===== src/rtl/cp0_tlb_ctrl.sv =====
// -----------------------------------------------------------------------------
// cp0_tlb_ctrl
//
// CP0-side controller for an 8-entry TLB. Holds the architectural TLB
// registers (Index, Random, EntryLo0, EntryLo1, PageMask, Wired, EntryHi),
// accepts TLBR/TLBWI/TLBWR/TLBP requests over a valid/ready handshake and
// sequences each one against the TLB's write, read and probe ports.
//
// Ports
//   clk, rst                 clock, synchronous active-high reset
//   op_valid/op_code         request (00 TLBR, 01 TLBWI, 10 TLBWR, 11 TLBP)
//   op_ready                 high in IDLE; request accepted on valid && ready
//   op_done                  one-cycle completion pulse
//   mtc0_we/addr/wdata       CP0 register write
//   mfc0_addr/mfc0_rdata     CP0 register read (combinational, 0 if unmapped)
//   exc_tlb/exc_vaddr        TLB exception commit, loads EntryHi.VPN2
//   asid                     current ASID (EntryHi[7:0])
//   tlb_we/tlb_index         TLB write strobe and index
//   tlb_entryhi..entrylo1    write data, always the current register values
//   tlb_rd_index             TLB read index {2'b0, Index[2:0]}
//   tlb_rd_*                 TLB read data (combinational from the array)
//   tlb_probe_result         {29'b0, idx} on hit, 32'h8000_0000 on miss
// -----------------------------------------------------------------------------
module cp0_tlb_ctrl (
    input  logic        clk,
    input  logic        rst,
    input  logic        op_valid,
    input  logic [1:0]  op_code,
    output logic        op_ready,
    output logic        op_done,
    input  logic        mtc0_we,
    input  logic [4:0]  mtc0_addr,
    input  logic [31:0] mtc0_wdata,
    input  logic [4:0]  mfc0_addr,
    output logic [31:0] mfc0_rdata,
    input  logic        exc_tlb,
    input  logic [31:0] exc_vaddr,
    output logic [7:0]  asid,
    output logic        tlb_we,
    output logic [2:0]  tlb_index,
    output logic [31:0] tlb_entryhi,
    output logic [31:0] tlb_pagemask,
    output logic [31:0] tlb_entrylo0,
    output logic [31:0] tlb_entrylo1,
    output logic [4:0]  tlb_rd_index,
    input  logic [31:0] tlb_rd_entryhi,
    input  logic [31:0] tlb_rd_pagemask,
    input  logic [31:0] tlb_rd_entrylo0,
    input  logic [31:0] tlb_rd_entrylo1,
    input  logic [31:0] tlb_probe_result
);

    localparam logic [1:0] OP_TLBR  = 2'b00;
    localparam logic [1:0] OP_TLBWI = 2'b01;
    localparam logic [1:0] OP_TLBWR = 2'b10;
    localparam logic [1:0] OP_TLBP  = 2'b11;

    localparam logic [4:0] A_INDEX    = 5'd0;
    localparam logic [4:0] A_RANDOM   = 5'd1;
    localparam logic [4:0] A_ENTRYLO0 = 5'd2;
    localparam logic [4:0] A_ENTRYLO1 = 5'd3;
    localparam logic [4:0] A_PAGEMASK = 5'd5;
    localparam logic [4:0] A_WIRED    = 5'd6;
    localparam logic [4:0] A_ENTRYHI  = 5'd10;

    typedef enum logic [1:0] {
        S_IDLE = 2'd0,
        S_EXEC = 2'd1,
        S_RESP = 2'd2
    } state_t;

    state_t      state_q;
    logic [1:0]  op_q;
    logic [2:0]  wr_idx_q;

    // Only the implemented fields are stored; everything else reads as 0.
    logic        index_p_q,  index_p_d;
    logic [2:0]  index_q,    index_d;
    logic [2:0]  random_q,   random_d;
    logic [2:0]  wired_q,    wired_d;
    logic [25:0] entrylo0_q, entrylo0_d;
    logic [25:0] entrylo1_q, entrylo1_d;
    logic [11:0] pagemask_q, pagemask_d;
    logic [18:0] vpn2_q,     vpn2_d;
    logic [7:0]  asid_q,     asid_d;

    logic wr_index, wr_lo0, wr_lo1, wr_pagemask, wr_wired, wr_entryhi;
    logic in_exec, do_tlbr, do_tlbp, is_write_op;

    assign wr_index    = mtc0_we && (mtc0_addr == A_INDEX);
    assign wr_lo0      = mtc0_we && (mtc0_addr == A_ENTRYLO0);
    assign wr_lo1      = mtc0_we && (mtc0_addr == A_ENTRYLO1);
    assign wr_pagemask = mtc0_we && (mtc0_addr == A_PAGEMASK);
    assign wr_wired    = mtc0_we && (mtc0_addr == A_WIRED);
    assign wr_entryhi  = mtc0_we && (mtc0_addr == A_ENTRYHI);

    assign in_exec     = (state_q == S_EXEC);
    assign is_write_op = (op_q == OP_TLBWI) || (op_q == OP_TLBWR);
    assign do_tlbr     = in_exec && (op_q == OP_TLBR);
    assign do_tlbp     = in_exec && (op_q == OP_TLBP);

    // Register next-state. Assignment order encodes the priority:
    // mtc0 first, exception overrides it, TLBR/TLBP capture overrides both.
    always_comb begin
        index_p_d  = index_p_q;
        index_d    = index_q;
        wired_d    = wired_q;
        entrylo0_d = entrylo0_q;
        entrylo1_d = entrylo1_q;
        pagemask_d = pagemask_q;
        vpn2_d     = vpn2_q;
        asid_d     = asid_q;

        if (wr_index)    index_d    = mtc0_wdata[2:0];
        if (wr_wired)    wired_d    = mtc0_wdata[2:0];
        if (wr_lo0)      entrylo0_d = mtc0_wdata[25:0];
        if (wr_lo1)      entrylo1_d = mtc0_wdata[25:0];
        if (wr_pagemask) pagemask_d = mtc0_wdata[24:13];
        if (wr_entryhi) begin
            vpn2_d = mtc0_wdata[31:13];
            asid_d = mtc0_wdata[7:0];
        end

        // Exception only replaces VPN2; a same-cycle mtc0 still sets ASID.
        if (exc_tlb) vpn2_d = exc_vaddr[31:13];

        if (do_tlbr) begin
            vpn2_d     = tlb_rd_entryhi[31:13];
            asid_d     = tlb_rd_entryhi[7:0];
            pagemask_d = tlb_rd_pagemask[24:13];
            entrylo0_d = tlb_rd_entrylo0[25:0];
            entrylo1_d = tlb_rd_entrylo1[25:0];
        end
        if (do_tlbp) begin
            index_p_d = tlb_probe_result[31];
            index_d   = tlb_probe_result[2:0];
        end

        // Random wraps to 7 on reaching Wired; a Wired write restarts it.
        if (wr_wired || (wired_q == 3'd7) || (random_q == wired_q))
            random_d = 3'd7;
        else
            random_d = random_q - 3'd1;
    end

    always_ff @(posedge clk) begin
        if (rst) begin
            index_p_q  <= 1'b0;
            index_q    <= 3'd0;
            random_q   <= 3'd7;
            wired_q    <= 3'd0;
            entrylo0_q <= '0;
            entrylo1_q <= '0;
            pagemask_q <= '0;
            vpn2_q     <= '0;
            asid_q     <= '0;
        end else begin
            index_p_q  <= index_p_d;
            index_q    <= index_d;
            random_q   <= random_d;
            wired_q    <= wired_d;
            entrylo0_q <= entrylo0_d;
            entrylo1_q <= entrylo1_d;
            pagemask_q <= pagemask_d;
            vpn2_q     <= vpn2_d;
            asid_q     <= asid_d;
        end
    end

    // Request sequencer: IDLE -> EXEC -> RESP -> IDLE. The write index is
    // frozen at acceptance so a Random that keeps counting cannot move it.
    always_ff @(posedge clk) begin
        if (rst) begin
            state_q  <= S_IDLE;
            op_q     <= OP_TLBR;
            wr_idx_q <= 3'd0;
        end else begin
            case (state_q)
                S_IDLE: begin
                    if (op_valid) begin
                        op_q     <= op_code;
                        wr_idx_q <= (op_code == OP_TLBWR) ? random_q : index_q;
                        state_q  <= S_EXEC;
                    end
                end
                S_EXEC:  state_q <= S_RESP;
                S_RESP:  state_q <= S_IDLE;
                default: state_q <= S_IDLE;
            endcase
        end
    end

    // A reset arriving mid-operation must not leak a write or a completion.
    assign op_ready = (state_q == S_IDLE);
    assign op_done  = (state_q == S_RESP) && !rst;
    assign tlb_we   = in_exec && is_write_op && !rst;
    assign tlb_index = wr_idx_q;

    // Write data comes straight from the registers, so an mtc0 in the EXEC
    // cycle only lands after the write edge.
    assign tlb_entryhi  = {vpn2_q, 5'b0, asid_q};
    assign tlb_pagemask = {7'b0, pagemask_q, 13'b0};
    assign tlb_entrylo0 = {6'b0, entrylo0_q};
    assign tlb_entrylo1 = {6'b0, entrylo1_q};
    assign tlb_rd_index = {2'b00, index_q};
    assign asid         = asid_q;

    always_comb begin
        mfc0_rdata = '0;
        case (mfc0_addr)
            A_INDEX:    mfc0_rdata = {index_p_q, 28'b0, index_q};
            A_RANDOM:   mfc0_rdata = {29'b0, random_q};
            A_ENTRYLO0: mfc0_rdata = tlb_entrylo0;
            A_ENTRYLO1: mfc0_rdata = tlb_entrylo1;
            A_PAGEMASK: mfc0_rdata = tlb_pagemask;
            A_WIRED:    mfc0_rdata = {29'b0, wired_q};
            A_ENTRYHI:  mfc0_rdata = tlb_entryhi;
            default:    mfc0_rdata = '0;
        endcase
    end

    // Bits of the wide inputs that carry no architectural state.
    logic unused_bits;
    assign unused_bits = ^{exc_vaddr[12:0], tlb_rd_entryhi[12:8],
                           tlb_rd_pagemask[31:25], tlb_rd_pagemask[12:0],
                           tlb_rd_entrylo0[31:26], tlb_rd_entrylo1[31:26],
                           tlb_probe_result[30:3]};

endmodule

===== config.mk =====
export PLATFORM = sky130hd
export DESIGN_NAME = cp0_tlb_ctrl
export DESIGN_NICKNAME = d
export VERILOG_FILES = /design/src/rtl/cp0_tlb_ctrl.sv
export SDC_FILE = /design/constraint.sdc
export NUM_CORES = 1
export LEC_CHECK = 0
export ABC_AREA = 1
export CAP_MARGIN = 30
export CELL_PAD_IN_SITES_DETAIL_PLACEMENT = 0
export CELL_PAD_IN_SITES_GLOBAL_PLACEMENT = 1
export CORE_UTILIZATION = 24
export DETAILED_ROUTE_END_ITERATION = 10
export GPL_TIMING_DRIVEN = 0
export PLACE_DENSITY_LB_ADDON = 0.15
export SLEW_MARGIN = 10
export SYNTH_ARGS = -nofsm -noshare
export SYNTH_HDL_FRONTEND = slang
export SYNTH_SLANG_ARGS = --single-unit

===== constraint.sdc =====
create_clock -name clk -period 1.9 [get_ports clk]
set_input_delay 0.475 -clock clk [delete_from_list [all_inputs] [get_ports clk]]
set_output_delay 0.475 -clock clk [all_outputs]
set_load 0.05 [all_outputs]

==> impl_metrics.json <==
{
  "outcome": "complete, but fails checks",
  "violations_in_the_final_reports": "setup timing",
  "hold-path-endpoint": "op_q[1]$_SDFFE_PP0P_",
  "ys.flop_type": "sky130_fd_sc_hd__dfxtp_1",
  "worst_setup_path_end_kind": "primary output",
  "portBuffers": 301,
  "synth_top_cell_area_share_pct": 30.7,
  "r2r_setup_slk_ns": 0.22,
  "synth_most_common_cell": "sky130_fd_sc_hd__nand2_1",
  "comb_power_share_pct": 37.3,
  "post-layout-total-power_mw": 7.26,
  "worst_hold_startpoint": "op_q[1]$_SDFFE_PP0P_",
  "vias_in_the_first_global_route": 8042,
  "worst_path_most_repeated_cell": "sky130_fd_sc_hd__buf_6",
  "yosys_warnings": 0,
  "max-vdd-ir-drop_v": 0.000354,
  "cts.sink_count": 108,
  "placedInstanceArea_mm2": 0.0108,
  "horiz_die_dim_um": 173,
  "flow.area_growth_from_synthesis_pct": 64.9,
  "synth.yosys.seq_area_share_pct": 30.7,
  "dpl_worst_slack_ns": -1.51,
  "syn-instance-count": 1210,
  "timing.final.max_slew_violations": 0,
  "library_cells_used_by_synthesis": 29,
  "worst_hold_path_type": "flop to flop",
  "tightestPinTransition_ns": 0.681,
  "floorplan.die_area_mm2": 0.0300,
  "netSwitchingFraction_pct": 40.4,
  "crit_path_start_kind": "primary input",
  "crit_type": "primary input to primary output",
  "max_slew_margin_pct": 54.6,
  "postSynthRegisterBits": 108,
  "final_critical_path_setup_slack_ns": -0.291,
  "grt_antenna_before_repair": 2,
  "static-leakage-power_nw": 6.14,
  "dp.final_hpwl_um": 26200,
  "clk_transition_reported_paths_ns": 0.08,
  "number_of_cells_after_detailed_placement": 1933,
  "holdPathStages": 2,
  "cpPeakStageDelay_ns": 0.20,
  "synth_top_cells_by_area": "sky130_fd_sc_hd__dfxtp_1, sky130_fd_sc_hd__nand2_1, sky130_fd_sc_hd__nor2_1",
  "r2r_start": "op_q[0]$_SDFFE_PP0P_",
  "place.gp.congestion": 0.849,
  "grt_start_max_net_pins": 19,
  "vias": 8525,
  "gr-total-overflow": 0,
  "std_cell_rows": 62,
  "tritoncts": "built",
  "total_clock_buffers_created_by_cts": 9,
  "worst_path_slowest_cell": "sky130_fd_sc_hd__buf_6",
  "final_min_period_over_clock_period_pct": 115,
  "cts_max_path_buffers": 2,
  "drv_cap": 0,
  "hold_viol_final": 0,
  "rsz0062_at_grt": "true",
  "postSynthAreaPerCell_um2": 5.82,
  "grt_first_pass_wirelength_um": 49400,
  "design_area_mm2": 0.0116,
  "whs_ns": 0.483,
  "track_usage_pct": 22.0,
  "number_of_enable_type_register_cells_in_the_synthesized_netlist": 0,
  "coreArea_mm2": 0.0288,
  "synth.largest_area_cell": "sky130_fd_sc_hd__dfxtp_1",
  "switching_power_mw": 2.93,
  "route.antenna.remaining_nets": 0,
  "cts_hold_buf": 0,
  "clock_tree.htree_level_count": 3,
  "critical_path.max_fanout": 5,
  "final.min_clock_period_ns": 2.19,
  "r2r-end": "entrylo0_q[25]$_SDFFE_PP0P_",
  "route.final.wire_length_um": 33500,
  "ctsRootBufferMaster": "sky130_fd_sc_hd__clkbuf_16",
  "design.final.nets": 1828,
  "start_util_pct": 24.5,
  "diodes": 0,
  "final_cells": 1973,
  "drt_drc": 0,
  "first_iter_violations": 542,
  "synthArstFlopShare_pct": 0,
  "worst-r2r-cell-count": 9,
  "wl_per_cell_um": 17.0,
  "setup_violations": 32,
  "worst_ep_required_time_ns": 1.42,
  "detail_route.vias_per_cell": 4.32,
  "detail_route.first_pass.iterations": 5,
  "p_seq_share_pct": 35.8,
  "internal-power_mw": 4.33,
  "timing.critical_path.cells": "buf_8 > nor2_4 > buf_4 > buf_6 > nand3_4 > clkinv_8 > buf_12 > nand2_1 > o211ai_1 > buf_6",
  "final_layout_size_suffix_gt1_share_pct": 15.8,
  "clkPwrFrac_pct": 26.8,
  "synth_top_cells_by_count": "sky130_fd_sc_hd__nand2_1, sky130_fd_sc_hd__nor2_1, sky130_fd_sc_hd__inv_1",
  "syn-cell-area_mm2": 0.00704,
  "fin_skew_ns": 0.00848,
  "ios": 420,
  "fp.dieH_um": 173,
  "worst_ep_arrival_time_ns": 1.72,
  "max_freq_mhz": 456,
  "worst_skew_pair.late_latency_ns": 0.37,
  "power.density_mw_per_mm2": 626
}
## worst max-delay path: cells and delay by family
kind / cells / cell delay (ns)
compound gates: 1 / 0.11
buf+inv: 6 / 0.77
simple gates: 3 / 0.36
## registers in the layout, indices dropped and copies added (netlist names)
name,flops
state_q,2
entrylo1_q,26
tlb_index,3
op_q,2
asid,8
index_p_q,1
wired_q,3
pagemask_q,12
index_q,3
entrylo0_q,26
vpn2_q,19
random_q,3
## timing repair
action	4_1_cts	5_1_grt
pin swaps	15	10
setup endpoints to repair	168	113
resized for setup	432	44
setup buffers	14	7
cloned	3	0
## stage by stage
stage,util [%],setup TNS (ns)
final,40.3,-7.32
after floorplan,-,-3.12
after global placement,37.6,-71.30
after detailed placement,37.6,-71.92
after CTS,39.7,-5.40
after global routing,40.3,-9.28
## kinds of logic (layout without fill, tap and decap cells)
family / count (synthesis) / after routing / synth area share (%)
simple gates: 815 / 815 / 48.3
buf+inv: 234 / 575 / 16.3
flops: 108 / 108 / 30.7
compound gates: 45 / 45 / 3.57
xor+xnor: 4 / 4 / 0.498
fa+ha+maj: 3 / 3 / 0.533
other cells: 1 / 39 / 0.0533
## cells in the final DEF, fill, tap and decap left out, drive strengths merged, types with 3 or more instances in the layout
master	Yosys	routed
a21oi	16	16
buf	96	156
clkbuf	15	30
clkdlybuf4s15	0	6
clkdlybuf4s50	0	155
clkinvlp	0	3
conb	1	39
dfxtp	108	108
dlygate4sd2	0	99
ha	3	3
inv	122	123
nand2	472	472
nand3	73	73
nand3b	33	33
nand4	34	34
nor2	201	201
o211ai	6	6
o21ai	17	17
o22ai	6	6
xnor2	4	4
## worst max-delay path by stage
stage / endpoint / cells after the start / startpoint
2_1_floorplan: mfc0_rdata[3] / 4 / mfc0_addr[2]
3_3_place_gp: mfc0_rdata[7] / 9 / mfc0_addr[1]
3_5_place_dp: mfc0_rdata[7] / 9 / mfc0_addr[1]
4_1_cts: mfc0_rdata[3] / 8 / mfc0_addr[4]
5_1_grt: mfc0_rdata[5] / 10 / mfc0_addr[2]
6_report: mfc0_rdata[7] / 10 / mfc0_addr[2]
## per-layer routing
layer / share of wire, % / GRT usage (%) / wire length, um
met5: 0.033 / 0 / 11
met4: 2.4 / 6.93 / 817
met3: 5.5 / 4.04 / 1840
met2: 45 / 35.1 / 15000
met1: 47 / 29.8 / 15900
## power by group through the flow
stage	Combinational, mW	Clock, mW	Sequential [mW]
floorplan	1.16	0	3.16
CTS	2.70	2.00	2.60
global placement	2.75	0	2.65
detailed placement	2.75	0	2.65
global route	2.92	2.09	2.62
finish	2.71	1.95	2.60
## area by class of cell
type                    instances  area (um2)
fillers                      3187       17200
multi-input cells             906        4200
repair buffers                325        3220
flip-flops and latches        108        2170
plain buffers                 111         764
inverters                     123         485
well taps                     384         480
clock buffers                  11         243
clock inverters                 5        43.8
No activity file was read; power rests on OpenSTA's default activity.
